==> src/rtl/game_ctrl.sv <==
// Game control: IDLE/PLAY/HIT/OVER/PAUSE state machine, move tick divider, plane collision, lives and score.
// Pause support is compiled in only when GAME_CTRL_PAUSE_EN is defined; otherwise the pause port is ignored.
module game_ctrl #(
   parameter int TICK_DIV   = 833333,
   parameter int PLANE_X    = 60,
   parameter int HIT_W      = 24,
   parameter int HIT_H      = 16,
   parameter int LIVES      = 3,
   parameter int INVULN     = 30,
   parameter int DIFF_SCORE = 20
) (
   input  logic       clk,
   input  logic       reset,
   input  logic       start,
   input  logic       pause,
   input  logic [9:0] plane_y,
   input  logic [9:0] lava_x,
   input  logic [9:0] lava_y,
   input  logic [9:0] mountain1_x,
   input  logic [9:0] mountain1_y,
   input  logic [9:0] mountain2_x,
   input  logic [9:0] mountain2_y,
   input  logic [6:0] lava_score,
   input  logic [3:0] mountain_score,
   output logic       game_over,
   output logic       obj_resetn,
   output logic       move_tick,
   output logic       difficulty,
   output logic [7:0] total_score,
   output logic [2:0] lives,
   output logic       hit,
   output logic [2:0] state
);

   typedef enum logic [2:0] {
      IDLE  = 3'd0,
      PLAY  = 3'd1,
      HIT   = 3'd2,
      OVER  = 3'd3,
      PAUSE = 3'd4
   } state_t;

   localparam logic [19:0] TICK_LAST   = 20'(TICK_DIV - 1);
   localparam logic [10:0] X_LO        = 11'(PLANE_X);
   localparam logic [10:0] X_HI        = 11'(PLANE_X + HIT_W);
   localparam logic [10:0] HALF_H      = 11'(HIT_H);
   localparam logic [2:0]  LIVES_INIT  = 3'(LIVES);
   localparam logic [7:0]  INVULN_INIT = 8'(INVULN);
   localparam logic [8:0]  DIFF_LEVEL  = 9'(DIFF_SCORE);

   state_t      state_reg;
   logic        start_d_reg;
   logic        pause_d_reg;
   logic [19:0] tick_reg;
   logic [7:0]  invuln_reg;
   logic [2:0]  lives_reg;
   logic        hit_reg;
   logic        move_tick_reg;
   logic        obj_resetn_reg;
   logic        game_over_reg;
   logic        difficulty_reg;
   logic [7:0]  total_score_reg;

   logic        start_rise;
   logic        pause_rise;
   logic [10:0] lava_dy;
   logic [10:0] lava_dist;
   logic        lava_hit;
   logic [9:0]  mtn_x [2];
   logic [9:0]  mtn_y [2];
   logic [1:0]  mtn_hit;
   logic        collide;
   logic [8:0]  score_sum;
   logic [7:0]  score_next;
   logic        ticking;

   assign start_rise = start & ~start_d_reg;

`ifdef GAME_CTRL_PAUSE_EN
   assign pause_rise = pause & ~pause_d_reg;
`else
   logic unused_pause;
   assign pause_rise   = 1'b0;
   assign unused_pause = pause ^ pause_d_reg;
`endif

   // Signed 11-bit difference folded to a magnitude for the vertical window.
   assign lava_dy   = {1'b0, lava_y} - {1'b0, plane_y};
   assign lava_dist = lava_dy[10] ? (~lava_dy + 11'd1) : lava_dy;
   assign lava_hit  = ({1'b0, lava_x} >= X_LO) && ({1'b0, lava_x} < X_HI) && (lava_dist < HALF_H);

   assign mtn_x[0] = mountain1_x;
   assign mtn_y[0] = mountain1_y;
   assign mtn_x[1] = mountain2_x;
   assign mtn_y[1] = mountain2_y;

   genvar gi;
   generate
      for (gi = 0; gi < 2; gi++) begin : g_mtn
         assign mtn_hit[gi] = ({1'b0, mtn_x[gi]} >= X_LO) && ({1'b0, mtn_x[gi]} < X_HI)
                              && (({1'b0, plane_y} + HALF_H) >= {1'b0, mtn_y[gi]});
      end
   endgenerate

   assign collide    = lava_hit | (|mtn_hit);
   assign score_sum  = {2'b00, lava_score} + {5'b00000, mountain_score};
   assign score_next = score_sum[8] ? 8'hFF : score_sum[7:0];
   assign ticking    = (state_reg == PLAY) || (state_reg == HIT);

   always_ff @(posedge clk) begin
      if (reset) begin
         state_reg       <= IDLE;
         start_d_reg     <= 1'b0;
         pause_d_reg     <= 1'b0;
         tick_reg        <= '0;
         invuln_reg      <= '0;
         lives_reg       <= LIVES_INIT;
         hit_reg         <= 1'b0;
         move_tick_reg   <= 1'b0;
         obj_resetn_reg  <= 1'b1;
         game_over_reg   <= 1'b1;
         difficulty_reg  <= 1'b0;
         total_score_reg <= '0;
      end else begin
         start_d_reg    <= start;
         pause_d_reg    <= pause;
         hit_reg        <= 1'b0;
         obj_resetn_reg <= 1'b1;
         move_tick_reg  <= 1'b0;

         if (ticking) begin
            if (tick_reg == TICK_LAST) begin
               tick_reg      <= '0;
               move_tick_reg <= 1'b1;
            end else begin
               tick_reg <= tick_reg + 20'd1;
            end
         end else if (state_reg != PAUSE) begin
            tick_reg <= '0;
         end

         // Final score stays visible after game over until the next start.
         if ((state_reg != OVER) || start_rise) begin
            total_score_reg <= score_next;
         end
         if (ticking && ({1'b0, score_next} >= DIFF_LEVEL)) begin
            difficulty_reg <= 1'b1;
         end

         case (state_reg)
            IDLE, OVER: begin
               if (start_rise) begin
                  obj_resetn_reg <= 1'b0;
                  lives_reg      <= LIVES_INIT;
                  difficulty_reg <= 1'b0;
                  tick_reg       <= '0;
                  invuln_reg     <= '0;
                  state_reg      <= PLAY;
                  game_over_reg  <= 1'b0;
               end
            end
            PLAY: begin
               if (move_tick_reg && collide) begin
                  hit_reg   <= 1'b1;
                  lives_reg <= lives_reg - 3'd1;
                  if (lives_reg == 3'd1) begin
                     state_reg     <= OVER;
                     game_over_reg <= 1'b1;
                  end else begin
                     state_reg  <= HIT;
                     invuln_reg <= INVULN_INIT;
                  end
               end else if (pause_rise) begin
                  // Freeze the divider on entry so no tick leaks into PAUSE.
                  state_reg     <= PAUSE;
                  game_over_reg <= 1'b1;
                  tick_reg      <= tick_reg;
                  move_tick_reg <= 1'b0;
               end
            end
            HIT: begin
               if (move_tick_reg) begin
                  invuln_reg <= invuln_reg - 8'd1;
                  if (invuln_reg == 8'd1) begin
                     state_reg <= PLAY;
                  end
               end
            end
            PAUSE: begin
               if (pause_rise) begin
                  state_reg     <= PLAY;
                  game_over_reg <= 1'b0;
               end
            end
            default: begin
               state_reg     <= IDLE;
               game_over_reg <= 1'b1;
            end
         endcase
      end
   end

   assign game_over   = game_over_reg;
   assign obj_resetn  = obj_resetn_reg;
   assign move_tick   = move_tick_reg;
   assign difficulty  = difficulty_reg;
   assign total_score = total_score_reg;
   assign lives       = lives_reg;
   assign hit         = hit_reg;
   assign state       = state_reg;

endmodule

==> config.mk <==
export PLATFORM = sky130hd
export DESIGN_NAME = game_ctrl
export DESIGN_NICKNAME = d
export VERILOG_FILES = /design/src/rtl/game_ctrl.sv
export SDC_FILE = /design/constraint.sdc
export NUM_CORES = 1
export LEC_CHECK = 0
export ABC_AREA = 0
export BUFFER_PORTS_ARGS = -buffer_cell sky130_fd_sc_hd__buf_2
export CAP_MARGIN = 20
export CORE_MARGIN = 4
export CORE_UTILIZATION = 55
export DETAILED_ROUTE_END_ITERATION = 10
export GPL_TIMING_DRIVEN = 0
export PLACE_DENSITY = 0.87
export SYNTH_ARGS = -nofsm -noshare
export SYNTH_HDL_FRONTEND = slang
export SYNTH_SLANG_ARGS = --single-unit
==> constraint.sdc <==
create_clock -name clk -period 6.2 [get_ports clk]
set_clock_uncertainty 0.2 [all_clocks]
set_input_delay 0.31 -clock clk [delete_from_list [all_inputs] [get_ports clk]]
set_output_delay 0.31 -clock clk [all_outputs]
set_load 0.01 [all_outputs]
==> results of run 1 <==
-- stage by stage --
| stage | hold slack, ns | cells | util (%) | worst slack (ns) |
|---|---|---|---|---|
| 2_1_floorplan | 0.2055 | 464 | - | 2.568 |
| 3_3_place_gp | 0.2150 | 636 | 66.76 | 2.293 |
| 3_5_place_dp | 0.2188 | 636 | 66.76 | 2.179 |
| 4_1_cts | 0.09544 | 644 | 68.54 | 2.470 |
| 5_1_grt | 0.1023 | 644 | 68.54 | 2.281 |
| 6_report | 0.09545 | 644 | 68.54 | 2.413 |
-- layer usage --
layer / routed length [um] / up-vias / part of all wire (%)
li1: - / 1871 / -
met1: 3713 / 1686 / 41
met2: 4663 / 127 / 52
met3: 532 / 12 / 5.9
met4: 113 / 0 / 1.3
met5: 0 / - / 0
-- final cells by class --
cell class | count | area [sq um]
multi-input combinational | 355 | 2552
fill | 525 | 2032
sequential | 47 | 940.9
timing repair buffer | 95 | 475.5
inverter | 50 | 187.7
tap | 77 | 96.34
clock buffer | 5 | 68.82
buffer | 12 | 58.81
clock inverter | 3 | 46.29
-- Yosys cell counts (all sizes together), types with 3 or more instances --
| master | n |
|---|---|
| or2 | 3 |
| and3 | 8 |
| a21oi | 19 |
| dfxtp | 47 |
| nor2 | 46 |
| or4 | 4 |
| nand3 | 20 |
| inv | 50 |
| nor3 | 10 |
| or3 | 3 |
| a311oi | 5 |
| nand4 | 6 |
| a31oi | 6 |
| nand2 | 28 |
| nor2b | 7 |
| o211ai | 8 |
| a21o | 10 |
| and4b | 3 |
| xnor2 | 11 |
| xor2 | 19 |
| o21ai | 23 |
| o311ai | 5 |
| a211oi | 7 |
| and2 | 4 |
| clkbuf | 9 |
| ha | 45 |
| nand2b | 9 |
-- final timing paths --
path,start,end,slack (ns),cells after the start
hold reg to reg,start_d_reg,obj_resetn,0.26,1
setup / recovery,lava_y[0],invuln_reg[5],2.41,13
hold / removal,start,start_d_reg,0.1,2
setup reg to reg,state[0],lives[2],3.66,7
-- power groups by stage --
stage                     registers (W)  clock network, W  logic (W)
after global routing           0.000333          0.000243   0.000302
final                          0.000331          0.000230   0.000265
after global placement         0.000336                 0   0.000247
after floorplan                0.000341                 0   0.000172
after CTS                      0.000331          0.000234   0.000263
after detailed placement       0.000338                 0   0.000260
-- cells by family (layout without fill, tap and decap cells) --
kind of cell,Yosys count,after routing
compound gates,115,115
xor+xnor,30,30
fa+ha+maj,47,47
buf+inv,62,165
flops,47,47
mux,2,2
other cells,1,1
simple gates,160,160
==> impl_metrics.env, run 1 <==
export IMPL_p_int_w=0.0005532
export IMPL_clk_pin_slew_ns=0.09
export IMPL_slew_headroom_pct=51.58
export IMPL_routed_wl_mm=9.022
export IMPL_drive_gt1_share_pct=21.34
export IMPL_drcViolationCount=0
export IMPL_cp_buffers_inverters=3
export IMPL_cts_resized=0
export IMPL_cp_required_ns=6.19
export IMPL_tightestPinTransition_ns=0.7207
export IMPL_grt_max_degree=17
export IMPL_critPathLaunchType="input pin"
export IMPL_synth_xor_area_share_pct=7.026
export IMPL_clkPwrFrac_pct=27.8
export IMPL_grt_pass1_wl_mm=15.75
export IMPL_antennaDiodeCount=0
export IMPL_grt_pass1_vias=3693
export IMPL_p_switching_w=0.0002724
export IMPL_synth_simple_area_share_pct=22.01
export IMPL_async_reset_ff_share_pct=0
export IMPL_synth_fp_nets=596
export IMPL_die_h_um=90.46
export IMPL_grt_use_total_pct=22.54
export IMPL_gr_usage_met2_pct=42.12
export IMPL_synthAdderAreaFrac_pct=16.13
export IMPL_viasPerCell=5.739
export IMPL_critical_path_max_stage_delay_ns=0.49
export IMPL_cp_top_family="compound AO/OA/AOI/OAI gates"
export IMPL_vdd_ir_drop_max_mv=0.09780
export IMPL_grt_overflow=0
export IMPL_largest_reg_flops=20
export IMPL_yosysWarnings=0
export IMPL_final_cell_mix="95 x buf_2, 50 x inv_1, 47 x dfxtp_1"
export IMPL_hpwl_mm=7.412
export IMPL_endpoint_kind="register"
export IMPL_io_buffer_count=95
export IMPL_first_iter_violations=192
export IMPL_syn_to_final_growth_pct=18.37
export IMPL_initial_core_util_pct=57.90
export IMPL_power_share_switching_pct=33.00
export IMPL_cts_buffers=5
export IMPL_arrival_ns=3.77
export IMPL_fin_crit_sh_pct=61.09
export IMPL_hold_path_class="in -> reg"
export IMPL_final_antenna_net_count=0
export IMPL_finalSetupTns_ns=0
export IMPL_avgSynthCellArea_sq_um=8.060
export IMPL_path_cells="buf_2, inv_1, ha_1, inv_1, fa_1, xor2_1, and4bb_2, mux2_2, o41a_1, a2111o_1, o211a_4, or3_4, o41ai_1"
export IMPL_rsz0062_at_grt="false"
export IMPL_status="finished, final reports clean"
export IMPL_cts_setup_buffers=0
export IMPL_clock_latency_ns=0.30
export IMPL_core_rowCount=29
export IMPL_placed_area_sq_mm=0.004312
export IMPL_num_vias=3696
export IMPL_synth_compound_area_share_pct=22.38
export IMPL_numClockSinks=47
export IMPL_clk_path_buf_depth=2
export IMPL_wl_per_cell_um=14.01
export IMPL_hold_violations=0
export IMPL_leakage_nw=2.046
export IMPL_cts_hold_fix_buffers=0
export IMPL_cts_tree="done"
export IMPL_comb_power_share_pct=32.1
export IMPL_place_congestion=0.9058
export IMPL_htreeDepth=2
export IMPL_gr_usage_met1_pct=25.66
export IMPL_crit_top_cell="inv_1"
export IMPL_seq_power_share_pct=40.1
export IMPL_critPathKind="in -> reg"
export IMPL_max_cap_violations=0
export IMPL_muxShareOfSynthArea_pct=0.6022
export IMPL_fin_nets=698
export IMPL_synth_cell_types=67
export IMPL_synth_top_area_cell="dfxtp_1"
export IMPL_critPathMaxFanout=8
export IMPL_synth_flop_cell="dfxtp_1"
export IMPL_boundaryPins=104
export IMPL_ctsRootBufferMaster="clkbuf_8"
export IMPL_synthTopCellsByArea="dfxtp_1 25%, ha_1 15%, inv_1 5.0%"
export IMPL_yosysSeqAreaShare_pct=25.16
export IMPL_fin_area_sq_mm=0.004427
export IMPL_synthesis_area_sq_mm=0.003740
export IMPL_synth_edf_count=0
export IMPL_netlist_area_leader_share_pct=25.16
export IMPL_synth_top_family_by_area="compound AO/OA/AOI/OAI gates"
export IMPL_antenna_found_initial=0
export IMPL_fmax_mhz=264.0
export IMPL_synth_cells=464
export IMPL_finalCriticalPeriod_ns=3.787
export IMPL_die_x_um=90.46
export IMPL_final_common_cell="buf_2"
export IMPL_drv_slew=0
export IMPL_top_usage_layer="met2"
export IMPL_powerDensity_mw_per_mm2=186.5
export IMPL_cp_slowest_cell="a2111o_1"
export IMPL_setup_viol_count_final=0
export IMPL_core_area_sq_mm=0.006459
export IMPL_synth_seq_cells=47
export IMPL_grt_util_met3_pct=4.583
export IMPL_drt_first_pass_iters=5
export IMPL_finalPower_w=0.0008256
export IMPL_die_area_sq_mm=0.008183
Note: power is estimated with default switching activity, not from simulation.
==> run 2: changes to the inputs <==
--- a/config.mk
+++ b/config.mk
@@ -9,10 +9,10 @@
 export BUFFER_PORTS_ARGS = -buffer_cell sky130_fd_sc_hd__buf_2
 export CAP_MARGIN = 20
 export CORE_MARGIN = 4
-export CORE_UTILIZATION = 55
+export CORE_UTILIZATION = 48
 export DETAILED_ROUTE_END_ITERATION = 10
 export GPL_TIMING_DRIVEN = 0
-export PLACE_DENSITY = 0.87
+export PLACE_DENSITY = 0.81
 export SYNTH_ARGS = -nofsm -noshare
 export SYNTH_HDL_FRONTEND = slang
 export SYNTH_SLANG_ARGS = --single-unit
==> constraint.sdc (replaced) <==
create_clock -name clk -period 3.05 [get_ports clk]
set_clock_uncertainty 0.2 [all_clocks]
set_input_delay 0.1525 -clock clk [delete_from_list [all_inputs] [get_ports clk]]
set_output_delay 0.1525 -clock clk [all_outputs]
set_load 0.01 [all_outputs]
==> run 2 against run 1 <==
Compared with the run above: the flow now finishes with violations (setup timing); global-route usage fell by 1.6 points; critical path depth rose by 3; worst setup slack got worse by 2.7 ns; via count rose by 1.0%; die area rose by 13%; combinational power rose by 140%; sequential power rose by 100%; wire length rose by 7.5%; clock power rose by 82%; design area rose by 7.4%; clock-buffer cell count rose by 2; largest power group unchanged; highest routed layer unchanged.
==> impl_metrics.env, run 2 (synthesis results as in run 1) <==
export IMPL_ctsRootBufferMaster="clkbuf_8"
export IMPL_clock_latency_ns=0.30
export IMPL_drive_gt1_share_pct=27.07
export IMPL_place_congestion=0.8786
export IMPL_antennaDiodeCount=0
export IMPL_drcViolationCount=0
export IMPL_critPathLaunchType="input pin"
export IMPL_powerDensity_mw_per_mm2=363.1
export IMPL_grt_overflow=0
export IMPL_viasPerCell=5.499
export IMPL_drt_first_pass_iters=5
export IMPL_die_h_um=96.27
export IMPL_violations="setup timing"
export IMPL_cts_buffers=5
export IMPL_cts_tree="done"
export IMPL_setup_viol_count_final=11
export IMPL_fin_area_sq_mm=0.004753
export IMPL_core_area_sq_mm=0.007408
export IMPL_fin_crit_sh_pct=110.1
export IMPL_core_rowCount=31
export IMPL_grt_use_total_pct=20.96
export IMPL_finalNonFillerCells=679
export IMPL_num_vias=3734
export IMPL_largest_reg_flops=20
export IMPL_initial_core_util_pct=50.48
export IMPL_clk_pin_slew_ns=0.09
export IMPL_rsz0062_at_grt="true"
export IMPL_p_int_w=0.001135
export IMPL_fin_nets=711
export IMPL_r2r_slack_ns=0.48
export IMPL_boundaryPins=104
export IMPL_arrival_ns=3.33
export IMPL_p_switching_w=0.0005911
export IMPL_die_x_um=96.27
export IMPL_die_area_sq_mm=0.009268
export IMPL_critPathMaxFanout=7
export IMPL_wl_per_cell_um=14.28
export IMPL_placed_area_sq_mm=0.004385
export IMPL_hold_ws_ns=0.005735
export IMPL_seq_power_share_pct=39.1
export IMPL_endpoint_kind="register"
export IMPL_seq_area_sq_um=940.9
export IMPL_clk_path_buf_depth=2
export IMPL_post_route_util_pct=64.16
export IMPL_grt_pass1_vias=3752
export IMPL_slew_headroom_pct=48.61
export IMPL_status="complete, but fails checks"
export IMPL_tightestPinTransition_ns=0.7649
export IMPL_grt_max_degree=15
export IMPL_drv_slew=0
export IMPL_max_cap_violations=0
export IMPL_hpwl_mm=7.374
export IMPL_final_common_cell="buf_2"
export IMPL_hold_path_class="in -> reg"
export IMPL_cp_slowest_cell="a2111o_1"
export IMPL_fmax_mhz=297.8
export IMPL_hold_violations=0
export IMPL_final_cell_mix="94 x buf_2, 47 x inv_1, 47 x dfxtp_1"
export IMPL_final_setup_worst_slack_ns=-0.3083
export IMPL_syn_to_final_growth_pct=27.10
export IMPL_first_iter_violations=201
export IMPL_critical_path_max_stage_delay_ns=0.49
export IMPL_clkPwrFrac_pct=24.3
export IMPL_dp_cells=658
export IMPL_vdd_ir_drop_max_mv=0.2260
export IMPL_multi_input_area_sq_mm=0.002736
export IMPL_path_cells="buf_8, inv_12, ha_4, inv_2, fa_2, xor2_2, and4bb_2, mux2_4, o41a_1, a2111o_1, buf_4, buf_4, o221a_4, buf_4, o21ai_2, o311ai_2"
export IMPL_leakage_nw=2.156
export IMPL_cp_required_ns=3.02
export IMPL_power_share_switching_pct=34.25
export IMPL_htreeDepth=2
export IMPL_finalCriticalPeriod_ns=3.358
export IMPL_final_antenna_net_count=0
export IMPL_critPathKind="in -> reg"
export IMPL_io_buffer_count=95
export IMPL_crit_top_cell="buf_4"
export IMPL_routed_wl_mm=9.696
export IMPL_numClockSinks=47
export IMPL_fill_cells=633
export IMPL_grt_pass1_wl_mm=15.78
export IMPL_comb_power_share_pct=36.6
export IMPL_antenna_found_initial=0
[run 2: changes by cell type in the layout (fill, tap and decap cells not counted), moves of 3 or more]
cell      previous run  this run
buf_4                2        13
inv_1               50        47
o21ai_0             22        18
o311ai_0             5         2
[run 2: layout make-up]
cell class | count | area share (%)
inverters | 50 | 4.212
multi-input cells | 355 | 57.57
clock buffers | 7 | 2.027
repair buffers | 108 | 12.40
flip-flops and latches | 47 | 19.79
well taps | 99 | 2.606
clock inverters | 1 | 0.1579
plain buffers | 12 | 1.237
[run 2: final timing paths]
path	cells after the start	end	from
hold / removal	3	invuln_reg[5]	reset
hold reg to reg	2	total_score[3]	total_score[3]
setup / recovery	16	lives[1]	lava_y[0]
setup reg to reg	8	tick_reg[4]	tick_reg[0]
[run 2: critical path: cells and delay by family]
| kind | cells | cell delay [ns] |
|---|---|---|
| simple gates | 1 | 0.25 |
| fa+ha+maj | 2 | 0.49 |
| mux | 1 | 0.27 |
| buf+inv | 6 | 0.62 |
| compound gates | 5 | 1.38 |
| xor+xnor | 1 | 0.15 |
[run 2: per-stage QoR]
stage          total power (W)  setup TNS [ns]  setup slack [ns]
6_report              0.001726          -2.265           -0.3083
5_1_grt               0.001833          -3.721           -0.4216
4_1_cts               0.001669         -0.8148           -0.2140
3_5_place_dp          0.001221          -5.567           -0.5875
3_3_place_gp          0.001197          -4.617           -0.5281
2_1_floorplan         0.001049         -0.8187           -0.2176
[run 2: repair_timing]
action / in CTS / in global routing
endpoints found under the setup margin: 11 / 15
pin swaps: 3 / 14
setup buffers: 6 / 6
hold endpoints to repair: 2 / 0
resized for setup: 15 / 23
hold buffers: 1 / 0
[run 2: per-layer routing]
layer | global-route usage [%] | wire length [um]
met1 | 23.54 | 3901
met2 | 39.91 | 5155
met3 | 3.597 | 451
met4 | 5.924 | 187
met5 | 0 | 0
[run 2: power by group through the flow]
stage | combinational, W | sequential (W) | clock, W
2_1_floorplan | 0.000355 | 0.000693 | 0
3_3_place_gp | 0.000511 | 0.000685 | 0
3_5_place_dp | 0.000534 | 0.000687 | 0
4_1_cts | 0.000572 | 0.000673 | 0.000424
5_1_grt | 0.000702 | 0.000679 | 0.000452
6_report | 0.000632 | 0.000675 | 0.000419
